**src/rtl/riscv_pkg.sv**
```systemverilog
// Shared constants and types for the decode-stage operand logic.
//   XLEN       datapath width
//   CTRL_W     width of the opaque decoded control bundle
//   REG_X0     index of the hard-wired zero register
//   fwd_sel_e  which source an operand was resolved from
package riscv_pkg;

    localparam int XLEN   = 32;
    localparam int CTRL_W = 16;

    localparam logic [4:0] REG_X0 = 5'd0;

    typedef enum logic [2:0] {
        FWD_ZERO,
        FWD_EX,
        FWD_MEM,
        FWD_WB,
        FWD_RF
    } fwd_sel_e;

endpackage

```
**src/rtl/id_ex_operand_stage_if.sv**
```systemverilog
// Bus between the decode logic / pipeline neighbours and the ID/EX operand stage.
//   master : decoder, register file and later stages (drive ID, RF data, forwarding, flush)
//   slave  : the operand stage (drives RF addresses, stall, ID/EX register, stall counter)
interface id_ex_operand_stage_if
    import riscv_pkg::*;
();

    logic              id_valid;
    logic [XLEN-1:0]   id_pc;
    logic [4:0]        id_rs1;
    logic [4:0]        id_rs2;
    logic              id_use_rs1;
    logic              id_use_rs2;
    logic [4:0]        id_rd;
    logic              id_rd_wen;
    logic [XLEN-1:0]   id_imm;
    logic [CTRL_W-1:0] id_ctrl;

    logic [4:0]        rf_rs1;
    logic [4:0]        rf_rs2;
    logic [XLEN-1:0]   rf_rs1_v;
    logic [XLEN-1:0]   rf_rs2_v;

    logic              ex_fwd_vld;
    logic [XLEN-1:0]   ex_fwd_val;
    logic              mem_wen;
    logic [4:0]        mem_rd;
    logic              mem_fwd_vld;
    logic [XLEN-1:0]   mem_fwd_val;
    logic              wb_wen;
    logic [4:0]        wb_rd;
    logic [XLEN-1:0]   wb_rd_v;

    logic              ex_flush;
    logic              id_stall;

    logic              ex_valid;
    logic [XLEN-1:0]   ex_pc;
    logic [XLEN-1:0]   ex_imm;
    logic [XLEN-1:0]   ex_rs1_v;
    logic [XLEN-1:0]   ex_rs2_v;
    logic [4:0]        ex_rd;
    logic              ex_rd_wen;
    logic [CTRL_W-1:0] ex_ctrl;
    logic [31:0]       stall_cnt;

    modport master (
        output id_valid, id_pc, id_rs1, id_rs2, id_use_rs1, id_use_rs2,
               id_rd, id_rd_wen, id_imm, id_ctrl,
               rf_rs1_v, rf_rs2_v,
               ex_fwd_vld, ex_fwd_val, mem_wen, mem_rd, mem_fwd_vld, mem_fwd_val,
               wb_wen, wb_rd, wb_rd_v, ex_flush,
        input  rf_rs1, rf_rs2, id_stall,
               ex_valid, ex_pc, ex_imm, ex_rs1_v, ex_rs2_v, ex_rd, ex_rd_wen,
               ex_ctrl, stall_cnt
    );

    modport slave (
        input  id_valid, id_pc, id_rs1, id_rs2, id_use_rs1, id_use_rs2,
               id_rd, id_rd_wen, id_imm, id_ctrl,
               rf_rs1_v, rf_rs2_v,
               ex_fwd_vld, ex_fwd_val, mem_wen, mem_rd, mem_fwd_vld, mem_fwd_val,
               wb_wen, wb_rd, wb_rd_v, ex_flush,
        output rf_rs1, rf_rs2, id_stall,
               ex_valid, ex_pc, ex_imm, ex_rs1_v, ex_rs2_v, ex_rd, ex_rd_wen,
               ex_ctrl, stall_cnt
    );

endinterface

```
**src/rtl/operand_bypass.sv**
```systemverilog
// Resolves one source operand: picks the youngest in-flight producer of the
// register, else the register-file value.
//   idx/rf_v            source index and register-file data
//   ex_* / mem_* / wb_* producer state of the three later stages
//   val                 resolved operand
//   sel                 source the operand came from
//   hazard              selected producer has not produced its final value yet
module operand_bypass
    import riscv_pkg::*;
(
    input  logic [4:0]      idx,
    input  logic [XLEN-1:0] rf_v,
    input  logic            ex_valid,
    input  logic            ex_rd_wen,
    input  logic [4:0]      ex_rd,
    input  logic            ex_fwd_vld,
    input  logic [XLEN-1:0] ex_fwd_val,
    input  logic            mem_wen,
    input  logic [4:0]      mem_rd,
    input  logic            mem_fwd_vld,
    input  logic [XLEN-1:0] mem_fwd_val,
    input  logic            wb_wen,
    input  logic [4:0]      wb_rd,
    input  logic [XLEN-1:0] wb_rd_v,
    output logic [XLEN-1:0] val,
    output fwd_sel_e        sel,
    output logic            hazard
);

    // EX wins even when its value is not final: an older MEM/WB value for
    // the same register would be stale, so the stage must wait instead.
    always_comb begin
        sel    = FWD_RF;
        val    = rf_v;
        hazard = 1'b0;
        if (idx == REG_X0) begin
            sel = FWD_ZERO;
            val = '0;
        end else if (ex_valid && ex_rd_wen && (ex_rd == idx)) begin
            sel    = FWD_EX;
            val    = ex_fwd_val;
            hazard = ~ex_fwd_vld;
        end else if (mem_wen && (mem_rd == idx)) begin
            sel    = FWD_MEM;
            val    = mem_fwd_val;
            hazard = ~mem_fwd_vld;
        end else if (wb_wen && (wb_rd == idx)) begin
            // register file only absorbs the WB write at the next edge
            sel = FWD_WB;
            val = wb_rd_v;
        end
    end

endmodule

```
**src/rtl/id_ex_operand_stage.sv**
```systemverilog
// Decode-stage operand resolution, load-use stall and the ID/EX pipeline register.
//   clk   core clock
//   rst   synchronous active-high reset
//   bus   slave side of id_ex_operand_stage_if (ID inputs, RF port, forwarding,
//         flush, stall, ID/EX register outputs, stall counter)
module id_ex_operand_stage
    import riscv_pkg::*;
(
    input  logic                  clk,
    input  logic                  rst,
    id_ex_operand_stage_if.slave  bus
);

    logic              ex_valid_q;
    logic [XLEN-1:0]   ex_pc_q;
    logic [XLEN-1:0]   ex_imm_q;
    logic [XLEN-1:0]   ex_rs1_v_q;
    logic [XLEN-1:0]   ex_rs2_v_q;
    logic [4:0]        ex_rd_q;
    logic              ex_rd_wen_q;
    logic [CTRL_W-1:0] ex_ctrl_q;
    logic [31:0]       stall_cnt_q;

    logic [XLEN-1:0]   rs1_val;
    logic [XLEN-1:0]   rs2_val;
    fwd_sel_e          rs1_sel;
    fwd_sel_e          rs2_sel;
    logic              rs1_haz;
    logic              rs2_haz;
    logic              rs1_wait;
    logic              rs2_wait;
    logic              stall;

    assign bus.rf_rs1 = bus.id_rs1;
    assign bus.rf_rs2 = bus.id_rs2;

    operand_bypass u_byp_rs1 (
        .idx         (bus.id_rs1),
        .rf_v        (bus.rf_rs1_v),
        .ex_valid    (ex_valid_q),
        .ex_rd_wen   (ex_rd_wen_q),
        .ex_rd       (ex_rd_q),
        .ex_fwd_vld  (bus.ex_fwd_vld),
        .ex_fwd_val  (bus.ex_fwd_val),
        .mem_wen     (bus.mem_wen),
        .mem_rd      (bus.mem_rd),
        .mem_fwd_vld (bus.mem_fwd_vld),
        .mem_fwd_val (bus.mem_fwd_val),
        .wb_wen      (bus.wb_wen),
        .wb_rd       (bus.wb_rd),
        .wb_rd_v     (bus.wb_rd_v),
        .val         (rs1_val),
        .sel         (rs1_sel),
        .hazard      (rs1_haz)
    );

    operand_bypass u_byp_rs2 (
        .idx         (bus.id_rs2),
        .rf_v        (bus.rf_rs2_v),
        .ex_valid    (ex_valid_q),
        .ex_rd_wen   (ex_rd_wen_q),
        .ex_rd       (ex_rd_q),
        .ex_fwd_vld  (bus.ex_fwd_vld),
        .ex_fwd_val  (bus.ex_fwd_val),
        .mem_wen     (bus.mem_wen),
        .mem_rd      (bus.mem_rd),
        .mem_fwd_vld (bus.mem_fwd_vld),
        .mem_fwd_val (bus.mem_fwd_val),
        .wb_wen      (bus.wb_wen),
        .wb_rd       (bus.wb_rd),
        .wb_rd_v     (bus.wb_rd_v),
        .val         (rs2_val),
        .sel         (rs2_sel),
        .hazard      (rs2_haz)
    );

    // Only EX and MEM producers can be pending; operands that are not read never wait.
    assign rs1_wait = bus.id_use_rs1 && rs1_haz && (rs1_sel inside {FWD_EX, FWD_MEM});
    assign rs2_wait = bus.id_use_rs2 && rs2_haz && (rs2_sel inside {FWD_EX, FWD_MEM});

    // A redirect kills the ID instruction, so there is nothing left to wait for.
    assign stall        = ~rst && bus.id_valid && (rs1_wait || rs2_wait) && ~bus.ex_flush;
    assign bus.id_stall = stall;

    always_ff @(posedge clk) begin
        if (rst) begin
            ex_valid_q  <= 1'b0;
            ex_pc_q     <= '0;
            ex_imm_q    <= '0;
            ex_rs1_v_q  <= '0;
            ex_rs2_v_q  <= '0;
            ex_rd_q     <= '0;
            ex_rd_wen_q <= 1'b0;
            ex_ctrl_q   <= '0;
            stall_cnt_q <= '0;
        end else if (bus.ex_flush) begin
            ex_valid_q  <= 1'b0;
            ex_rd_wen_q <= 1'b0;
        end else if (stall) begin
            ex_valid_q  <= 1'b0;
            ex_rd_wen_q <= 1'b0;
            stall_cnt_q <= stall_cnt_q + 32'd1;
        end else begin
            ex_valid_q  <= bus.id_valid;
            ex_pc_q     <= bus.id_pc;
            ex_imm_q    <= bus.id_imm;
            ex_rs1_v_q  <= rs1_val;
            ex_rs2_v_q  <= rs2_val;
            ex_rd_q     <= bus.id_rd;
            ex_rd_wen_q <= bus.id_valid && bus.id_rd_wen;
            ex_ctrl_q   <= bus.id_ctrl;
        end
    end

    assign bus.ex_valid  = ex_valid_q;
    assign bus.ex_pc     = ex_pc_q;
    assign bus.ex_imm    = ex_imm_q;
    assign bus.ex_rs1_v  = ex_rs1_v_q;
    assign bus.ex_rs2_v  = ex_rs2_v_q;
    assign bus.ex_rd     = ex_rd_q;
    assign bus.ex_rd_wen = ex_rd_wen_q;
    assign bus.ex_ctrl   = ex_ctrl_q;
    assign bus.stall_cnt = stall_cnt_q;

endmodule

```
**src/flat_wrapper.sv**
```systemverilog
// flat-port wrapper written by rule: the top's interface ports become plain ports
module id_ex_operand_stage_flat import riscv_pkg::*;
  (clk, rst, bus_id_valid, bus_id_pc, bus_id_rs1, bus_id_rs2, bus_id_use_rs1, bus_id_use_rs2, bus_id_rd, bus_id_rd_wen, bus_id_imm, bus_id_ctrl, bus_rf_rs1_v, bus_rf_rs2_v, bus_ex_fwd_vld, bus_ex_fwd_val, bus_mem_wen, bus_mem_rd, bus_mem_fwd_vld, bus_mem_fwd_val, bus_wb_wen, bus_wb_rd, bus_wb_rd_v, bus_ex_flush, bus_rf_rs1, bus_rf_rs2, bus_id_stall, bus_ex_valid, bus_ex_pc, bus_ex_imm, bus_ex_rs1_v, bus_ex_rs2_v, bus_ex_rd, bus_ex_rd_wen, bus_ex_ctrl, bus_stall_cnt);
  id_ex_operand_stage_if bus_i ();
  input  logic clk;
  input  logic rst;
  input wire logic [$bits(bus_i.id_valid)-1:0] bus_id_valid;
  input wire logic [$bits(bus_i.id_pc)-1:0] bus_id_pc;
  input wire logic [$bits(bus_i.id_rs1)-1:0] bus_id_rs1;
  input wire logic [$bits(bus_i.id_rs2)-1:0] bus_id_rs2;
  input wire logic [$bits(bus_i.id_use_rs1)-1:0] bus_id_use_rs1;
  input wire logic [$bits(bus_i.id_use_rs2)-1:0] bus_id_use_rs2;
  input wire logic [$bits(bus_i.id_rd)-1:0] bus_id_rd;
  input wire logic [$bits(bus_i.id_rd_wen)-1:0] bus_id_rd_wen;
  input wire logic [$bits(bus_i.id_imm)-1:0] bus_id_imm;
  input wire logic [$bits(bus_i.id_ctrl)-1:0] bus_id_ctrl;
  input wire logic [$bits(bus_i.rf_rs1_v)-1:0] bus_rf_rs1_v;
  input wire logic [$bits(bus_i.rf_rs2_v)-1:0] bus_rf_rs2_v;
  input wire logic [$bits(bus_i.ex_fwd_vld)-1:0] bus_ex_fwd_vld;
  input wire logic [$bits(bus_i.ex_fwd_val)-1:0] bus_ex_fwd_val;
  input wire logic [$bits(bus_i.mem_wen)-1:0] bus_mem_wen;
  input wire logic [$bits(bus_i.mem_rd)-1:0] bus_mem_rd;
  input wire logic [$bits(bus_i.mem_fwd_vld)-1:0] bus_mem_fwd_vld;
  input wire logic [$bits(bus_i.mem_fwd_val)-1:0] bus_mem_fwd_val;
  input wire logic [$bits(bus_i.wb_wen)-1:0] bus_wb_wen;
  input wire logic [$bits(bus_i.wb_rd)-1:0] bus_wb_rd;
  input wire logic [$bits(bus_i.wb_rd_v)-1:0] bus_wb_rd_v;
  input wire logic [$bits(bus_i.ex_flush)-1:0] bus_ex_flush;
  output wire logic [$bits(bus_i.rf_rs1)-1:0] bus_rf_rs1;
  output wire logic [$bits(bus_i.rf_rs2)-1:0] bus_rf_rs2;
  output wire logic [$bits(bus_i.id_stall)-1:0] bus_id_stall;
  output wire logic [$bits(bus_i.ex_valid)-1:0] bus_ex_valid;
  output wire logic [$bits(bus_i.ex_pc)-1:0] bus_ex_pc;
  output wire logic [$bits(bus_i.ex_imm)-1:0] bus_ex_imm;
  output wire logic [$bits(bus_i.ex_rs1_v)-1:0] bus_ex_rs1_v;
  output wire logic [$bits(bus_i.ex_rs2_v)-1:0] bus_ex_rs2_v;
  output wire logic [$bits(bus_i.ex_rd)-1:0] bus_ex_rd;
  output wire logic [$bits(bus_i.ex_rd_wen)-1:0] bus_ex_rd_wen;
  output wire logic [$bits(bus_i.ex_ctrl)-1:0] bus_ex_ctrl;
  output wire logic [$bits(bus_i.stall_cnt)-1:0] bus_stall_cnt;
  assign bus_i.id_valid = bus_id_valid;
  assign bus_i.id_pc = bus_id_pc;
  assign bus_i.id_rs1 = bus_id_rs1;
  assign bus_i.id_rs2 = bus_id_rs2;
  assign bus_i.id_use_rs1 = bus_id_use_rs1;
  assign bus_i.id_use_rs2 = bus_id_use_rs2;
  assign bus_i.id_rd = bus_id_rd;
  assign bus_i.id_rd_wen = bus_id_rd_wen;
  assign bus_i.id_imm = bus_id_imm;
  assign bus_i.id_ctrl = bus_id_ctrl;
  assign bus_i.rf_rs1_v = bus_rf_rs1_v;
  assign bus_i.rf_rs2_v = bus_rf_rs2_v;
  assign bus_i.ex_fwd_vld = bus_ex_fwd_vld;
  assign bus_i.ex_fwd_val = bus_ex_fwd_val;
  assign bus_i.mem_wen = bus_mem_wen;
  assign bus_i.mem_rd = bus_mem_rd;
  assign bus_i.mem_fwd_vld = bus_mem_fwd_vld;
  assign bus_i.mem_fwd_val = bus_mem_fwd_val;
  assign bus_i.wb_wen = bus_wb_wen;
  assign bus_i.wb_rd = bus_wb_rd;
  assign bus_i.wb_rd_v = bus_wb_rd_v;
  assign bus_i.ex_flush = bus_ex_flush;
  assign bus_rf_rs1 = bus_i.rf_rs1;
  assign bus_rf_rs2 = bus_i.rf_rs2;
  assign bus_id_stall = bus_i.id_stall;
  assign bus_ex_valid = bus_i.ex_valid;
  assign bus_ex_pc = bus_i.ex_pc;
  assign bus_ex_imm = bus_i.ex_imm;
  assign bus_ex_rs1_v = bus_i.ex_rs1_v;
  assign bus_ex_rs2_v = bus_i.ex_rs2_v;
  assign bus_ex_rd = bus_i.ex_rd;
  assign bus_ex_rd_wen = bus_i.ex_rd_wen;
  assign bus_ex_ctrl = bus_i.ex_ctrl;
  assign bus_stall_cnt = bus_i.stall_cnt;
  id_ex_operand_stage u_core (.clk(clk), .rst(rst), .bus(bus_i));
endmodule
```
**config.mk**
```make
export PLATFORM = sky130hd
export DESIGN_NAME = id_ex_operand_stage_flat
export DESIGN_NICKNAME = d
export VERILOG_FILES = /design/src/rtl/riscv_pkg.sv /design/src/rtl/id_ex_operand_stage_if.sv /design/src/rtl/operand_bypass.sv /design/src/rtl/id_ex_operand_stage.sv /design/src/flat_wrapper.sv
export SDC_FILE = /design/constraint.sdc
export NUM_CORES = 1
export LEC_CHECK = 0
export CORE_AREA = 2 2 183 185
export DETAILED_ROUTE_END_ITERATION = 12
export DIE_AREA = 0 0 185 187
export DONT_BUFFER_PORTS = 1
export MAX_ROUTING_LAYER = met4
export PLACE_DENSITY = 0.43
export SETUP_SLACK_MARGIN = 0.1
export SLEW_MARGIN = 10
export SYNTH_ARGS = -nofsm -noshare
export SYNTH_HDL_FRONTEND = slang
export SYNTH_SLANG_ARGS = --single-unit
```
**constraint.sdc**
```tcl
create_clock -name clk -period 3.8 [get_ports clk]
set_input_delay 0.76 -clock clk [delete_from_list [all_inputs] [get_ports clk]]
set_output_delay 0.76 -clock clk [all_outputs]
set_load 0.03 [all_outputs]
```
======== After elaboration in Yosys (flattened, before gate mapping) ========
Index checks and enable logic that the tools add are counted.
storage, ports and cells
  register bits after elaboration ......... 183
  output and inout port bits .............. 194
  word-level logic and storage cells ...... 70
operators by class
  add/sub/neg operators ................... 1
  eq/ne operators ......................... 10
  muxes and demuxes ....................... 22
  bitwise gates (word level) .............. 5
  reductions and logical operators ........ 23
operator list
  cell                     number
  $mux W32                 8
  $add A32 B1 Y32 const B  1
  $eq A5 B5 Y1             6
  $mux W3                  8
  $logic_and A1 B1 Y1      15
  $logic_not A5 Y1         2
  $eq A3 B1 Y1 const B     2
  $eq A3 B2 Y1 const B     2
  $mux W1                  6
  $not A1 Y1               5
  $reduce_and A2 Y1        2
  $reduce_bool A2 Y1       2
  $reduce_or A3 Y1         1
  $logic_or A1 B1 Y1       1

======== Longest topological paths before layout ========
  word-level depth ........................ 14
  mapped depth ............................ 10

======== Modules after synthesis ========
A second synthesis with hierarchy kept.
unflattened totals
  cell total of the unflattened synthesis .. 1,232
  area total of the unflattened synthesis .. 10,274.9 um2
by module, submodules not included
  module               instances  cells each  area each (um2)  sequential area each (um2)
  id_ex_operand_stage  1          850         7,562.3          3,663.5
  operand_bypass       2          191         1,356.3          0.0

======== Worst setup path after synthesis ========
OpenSTA, ideal clock, no wires.
  kind .................................... input to output
  start ................................... in bus_id_rs2[3]
  end ..................................... out bus_id_stall
  arrival time ............................ 2.654 ns
  data required time ...................... 3.040 ns
  setup slack ............................. 0.386 ns
  stages .................................. 6
  path buffers ............................ 0
  path through ............................ xor2_1 > nor4_2 > nand4_1 > mux2_2 > o22a_1 > nor3_1
on the way
  word-level cells in the longest chain between the ends .. 12
ends and longest elaborated chain
  element                                       line                       text
  start: declaration                            flat_wrapper.sv:10         input wire logic [$bits(bus_i.id_rs2)-1:0] bus_id_rs2;
  $eq A5 B5 Y1                                  operand_bypass.sv:47       end else if (wb_wen && (wb_rd == idx)) begin
  $logic_and A1 B1 Y1                           operand_bypass.sv:47
  $mux W3                                       operand_bypass.sv:47
  $mux W3                                       operand_bypass.sv:43       end else if (mem_wen && (mem_rd == idx)) begin
  $mux W3                                       operand_bypass.sv:39       end else if (ex_valid && ex_rd_wen && (ex_rd == idx)) begin
  $mux W3                                       operand_bypass.sv:36       if (idx == REG_X0) begin
  $eq A3 B1 Y1 or $eq A3 B2 Y1 (tied branches)  id_ex_operand_stage.sv:79  assign rs2_wait = bus.id_use_rs2 && rs2_haz && (rs2_sel inside {FWD_EX, FWD_MEM});
  $reduce_bool A2 Y1                            id_ex_operand_stage.sv:79
  $logic_and A1 B1 Y1 *                         id_ex_operand_stage.sv:79
  $logic_or A1 B1 Y1 *                          id_ex_operand_stage.sv:82  assign stall = ~rst && bus.id_valid && (rs1_wait || rs2_wait) && ~bus.ex_flush;
  $logic_and A1 B1 Y1 * (2 in series)           id_ex_operand_stage.sv:82
  end: declaration                              flat_wrapper.sv:31         output wire logic [$bits(bus_i.id_stall)-1:0] bus_id_stall;
Every way passes the cells marked *; elsewhere a longest branch is shown, timed or not.

======== Final worst setup path ========
  start ................................... reg u_core.ex_rd_q[0], in the netlist u_core.bus.ex_rd[0]
  end ..................................... out bus_id_stall
on the way
  word-level cells in the longest chain between the ends .. 10
ends and longest elaborated chain
  element                                        line                                                  text
  start: declaration                             id_ex_operand_stage.sv:19                             logic [4:0] ex_rd_q;
  start signal: assignment                       id_ex_operand_stage.sv:109                            ex_rd_q <= bus.id_rd;
  $eq A5 B5 Y1                                   operand_bypass.sv:39
  $logic_and A1 B1 Y1                            operand_bypass.sv:39
  $mux W3                                        operand_bypass.sv:39
  $mux W3                                        operand_bypass.sv:36
  $eq A3 B1 Y1 (tied with other cells)           id_ex_operand_stage.sv:78                             assign rs1_wait = bus.id_use_rs1 && rs1_haz && (rs1_sel inside {FWD_EX, FWD_MEM});
  $reduce_bool A2 Y1, on equally long branches   id_ex_operand_stage.sv:78, id_ex_operand_stage.sv:79
  $logic_and A1 B1 Y1, on equally long branches  id_ex_operand_stage.sv:78, id_ex_operand_stage.sv:79
  $logic_or A1 B1 Y1 *                           id_ex_operand_stage.sv:82
  $logic_and A1 B1 Y1 * (2 in series)            id_ex_operand_stage.sv:82
Marked as above.

==> out/qor_table.md <==
| Quantity | Reported |
| --- | --- |
| Transition time of the tightest slew-check pin | 0.9572 ns |
| Detail-routed via count per cell | 5.274 |
| Final hold violation count | 0 |
| Clock tree buffer depth | 2 |
| Clock Sink Count | 183 |
| Clk slew on worst S/H paths | 0.08 ns |
| Most used cells in the layout excluding fill and tap cells | sky130_fd_sc_hd__a21oi_1, sky130_fd_sc_hd__nand2_1, sky130_fd_sc_hd__dfxtp_1 |
| Pleak | 3.488 nW |
| Worst ir drop on vdd | 305.6 uV |
| Post-synth EDFFs | 0 |
| Pre-CTS setup slack | 0.5642 ns |
| Post-DP Area | 9414 um2 |
| Sequential Area | 3664 um2 |
| Combined global-route utilization of all metal layers | 0.1999 |
| Clock period minus worst slack | 3.443 ns |
| Async set-or-reset flop fraction in the synthesized netlist | 0 |
| Hold WC Path Type | primary input to flip-flop |
| Std-Cell Core Area | 32860 um2 |
| Die height | 187 um |
| Buffers inserted by post-CTS timing repair | 0 |
| Crit path arrival time | 2.68 ns |
| Routability congestion estimate from global placement | 0.8779 |
| Count of routing violations after the opening detailed-route iteration | 326 |
| Share of final-layout standard cells stronger than drive strength 1 | 0.09048 |
| Warnings, synthesis | 0 |
| FF-to-FF path depth | 7 |
| DP Cell Count | 1466 |
| IO Count | 470 |
| Number of rows in the core area | 67 |
| Largest net degree at the start of global routing | 152 |
| Antenna violations before repair | 1 |
| Area of the multi-input gates | 4903 um2 |
| Non-filler cells, final | 1499 |
| Post-synthesis to final-layout area growth | 11.29% |
| Antenna Nets Post-Route | 0 |
| DRC viols | 0 |
| Worst hold slack across all endpoints | 0.3959 ns |
| Inserted Clock Buffers | 17 |
| Count of input and output buffers | 0 |
| Hold depth | 1 |
| CTS tree | done |
| Post-synth design cell area | 9030 um2 |
| Most common cell after layout, fill and taps aside | sky130_fd_sc_hd__a21oi_1 |
| Maximum Capacitance Violations | 0 |
| Number of filler cells placed in the layout | 3531 |
| DP Wirelength | 25690 um |
| Total of flip-flops plus latches after synthesis | 183 |
| Post-detailed-route wirelength per cell | 23.16 um |
| Post-route cell area | 10050 um2 |
| Post-synthesis net count | 1369 |
| H-tree depth reported by CTS | 4 |
| Via count of the first global-routing pass | 7580 |
| CP startpoint kind | flip-flop |
| Endpoints failing setup | 0 |
| Critical setup path kind | flip-flop to output pin |
| Power density over the cells | 453.8 nW/um2 |
| Headroom to the max-slew limit | 0.3619 |
| Wire length of the first global-routing pass | 50110 um |
| Total congestion overflow after global routing | 0 |
| Type of destination of the critical path | output pin |
| Max-slew violation count | 0 |
| RSZ-0062 raised after global routing | no |
| Post-Route WL | 34710 um |
| Largest fanout on the critical path | 4 |
| Final Skew | 0.01082 ns |
| Top FF cell, synth | sky130_fd_sc_hd__dfxtp_1 |
| Synthesized instance count | 1092 |
| Distinct cell type count after synthesis | 41 |
| Source-to-sink clock delay at the later pin of the worst-skew pair | 0.44 ns |
| Outcome | completed |
| Post_cts resized | 0 |
| Mean Syn Cell Area | 8.269 um2 |
| Clock root buffer | sky130_fd_sc_hd__clkbuf_16 |
| Initial cell density of the core | 0.2748 |
| Full die area | 34600 um2 |
| Data required time at the worst endpoint | 3.04 ns |
| Sequential share of the synthesized area | 0.4057 |
| Horiz. Die Dim | 185 um |
| Overall via count from detail_route | 7906 |
| Hold bufs inserted after CTS | 0 |
| Layout net count | 1314 |
| Final clock period utilization by the worst path | 0.9062 |
| Total negative slack | 0 ns |
| Number of iterations in the first detailed-routing pass | 5 |
| Final worst slack | 0.3565 ns |
| Max Clock Freq | 290.4 MHz |
final timing paths:
path                            from                        to  slack, ns
max              u_core.bus.ex_rd[0]              bus_id_stall       0.36
min                              rst    u_core.bus.ex_ctrl[11]       0.40
max reg2reg  u_core.bus.stall_cnt[4]  u_core.bus.stall_cnt[31]       0.70
min reg2reg   u_core.bus.ex_ctrl[11]    u_core.bus.ex_ctrl[11]       0.60
worst max-delay path, stage by stage (launching register included):
cell                      delay, ns
sky130_fd_sc_hd__dfxtp_1       0.72
sky130_fd_sc_hd__xor2_1        0.17
sky130_fd_sc_hd__nor4_2        0.24
sky130_fd_sc_hd__nand4_2       0.16
sky130_fd_sc_hd__mux2_4        0.38
sky130_fd_sc_hd__o22a_1        0.20
sky130_fd_sc_hd__nor3_1        0.18
sky130_fd_sc_hd__buf_4         0.19
cell usage after synthesis (2+ instances only):
master | n | share of area
sky130_fd_sc_hd__nor2_1 | 33 | 0.014
sky130_fd_sc_hd__mux2_2 | 15 | 0.019
sky130_fd_sc_hd__o21ai_0 | 73 | 0.040
sky130_fd_sc_hd__or2_2 | 3 | 0.0021
sky130_fd_sc_hd__dfxtp_1 | 183 | 0.41
sky130_fd_sc_hd__xnor2_1 | 4 | 0.0039
sky130_fd_sc_hd__nor2b_1 | 30 | 0.021
sky130_fd_sc_hd__buf_4 | 16 | 0.013
sky130_fd_sc_hd__nand4_1 | 6 | 0.0042
sky130_fd_sc_hd__nor3b_1 | 3 | 0.0025
sky130_fd_sc_hd__buf_6 | 3 | 0.0037
sky130_fd_sc_hd__buf_2 | 24 | 0.013
sky130_fd_sc_hd__mux2i_1 | 65 | 0.072
sky130_fd_sc_hd__nor4_1 | 3 | 0.0021
sky130_fd_sc_hd__or3_1 | 5 | 0.0035
sky130_fd_sc_hd__xor2_1 | 27 | 0.026
sky130_fd_sc_hd__or4_1 | 9 | 0.0075
sky130_fd_sc_hd__and2_1 | 2 | 0.0014
sky130_fd_sc_hd__mux2_1 | 9 | 0.011
sky130_fd_sc_hd__o22a_1 | 2 | 0.0019
sky130_fd_sc_hd__and3_1 | 2 | 0.0014
sky130_fd_sc_hd__nand4b_1 | 2 | 0.0019
sky130_fd_sc_hd__nand2_1 | 190 | 0.079
sky130_fd_sc_hd__nor4b_2 | 6 | 0.010
sky130_fd_sc_hd__nor3_1 | 11 | 0.0061
sky130_fd_sc_hd__inv_1 | 3 | 0.0012
sky130_fd_sc_hd__a21oi_1 | 213 | 0.12
sky130_fd_sc_hd__and4_1 | 5 | 0.0048
sky130_fd_sc_hd__o2bb2ai_1 | 64 | 0.062
sky130_fd_sc_hd__nand3_1 | 12 | 0.0067
sky130_fd_sc_hd__clkbuf_1 | 55 | 0.023
sky130_fd_sc_hd__nor4_2 | 5 | 0.0069
layout make-up:
| type | instances | share of cell area |
|---|---|---|
| clock inverters | 14 | 0.02029 |
| well taps | 448 | 0.05578 |
| diodes | 1 | 0.0002490 |
| multi-input cells | 807 | 0.4879 |
| clock buffers | 18 | 0.04270 |
| flip-flops and latches | 183 | 0.3645 |
| repair buffers | 25 | 0.02739 |
| inverters | 3 | 0.001121 |
flip-flops by register name (all words and copies together), names as in the netlist:
register              count
u_core.bus.ex_ctrl       16
u_core.bus.ex_rd_wen      1
u_core.bus.ex_pc         32
u_core.bus.stall_cnt     32
u_core.bus.ex_rs2_v      32
u_core.bus.ex_valid       1
u_core.bus.ex_imm        32
u_core.bus.ex_rs1_v      32
u_core.bus.ex_rd          5
power breakdown:
group,internal (mW),total [mW],switching [mW]
Combinational,0.139,0.332,0.193
Sequential,2.01,2.28,0.264
Clock,1.07,1.95,0.880
Total,3.22,4.56,1.34
logic make-up after synthesis:
kind of cell | Yosys count | share of synthesized area
flip-flops | 183 | 0.4057
adder cells (fa/ha/maj) | 1 | 0.001385
AO/OA/AOI/OAI | 354 | 0.2254
XOR/XNOR | 31 | 0.03007
AND/OR/NAND/NOR | 331 | 0.1789
multiplexers | 90 | 0.1036
buffers and inverters | 102 | 0.05487
stage by stage:
step	util	total power, mW
finish	0.3058	4.560
global route	0.3057	4.760
CTS	0.3057	4.634
detailed placement	0.2865	2.662
global placement	0.2865	2.659
floorplan	-	2.586
per-layer routing:
layer	share of wire	track usage
met1	0.38	0.2143
met2	0.49	0.3361
met3	0.11	0.07379
met4	0.022	0.07234
met5	0	-
(Power assumes the default switching activity.)
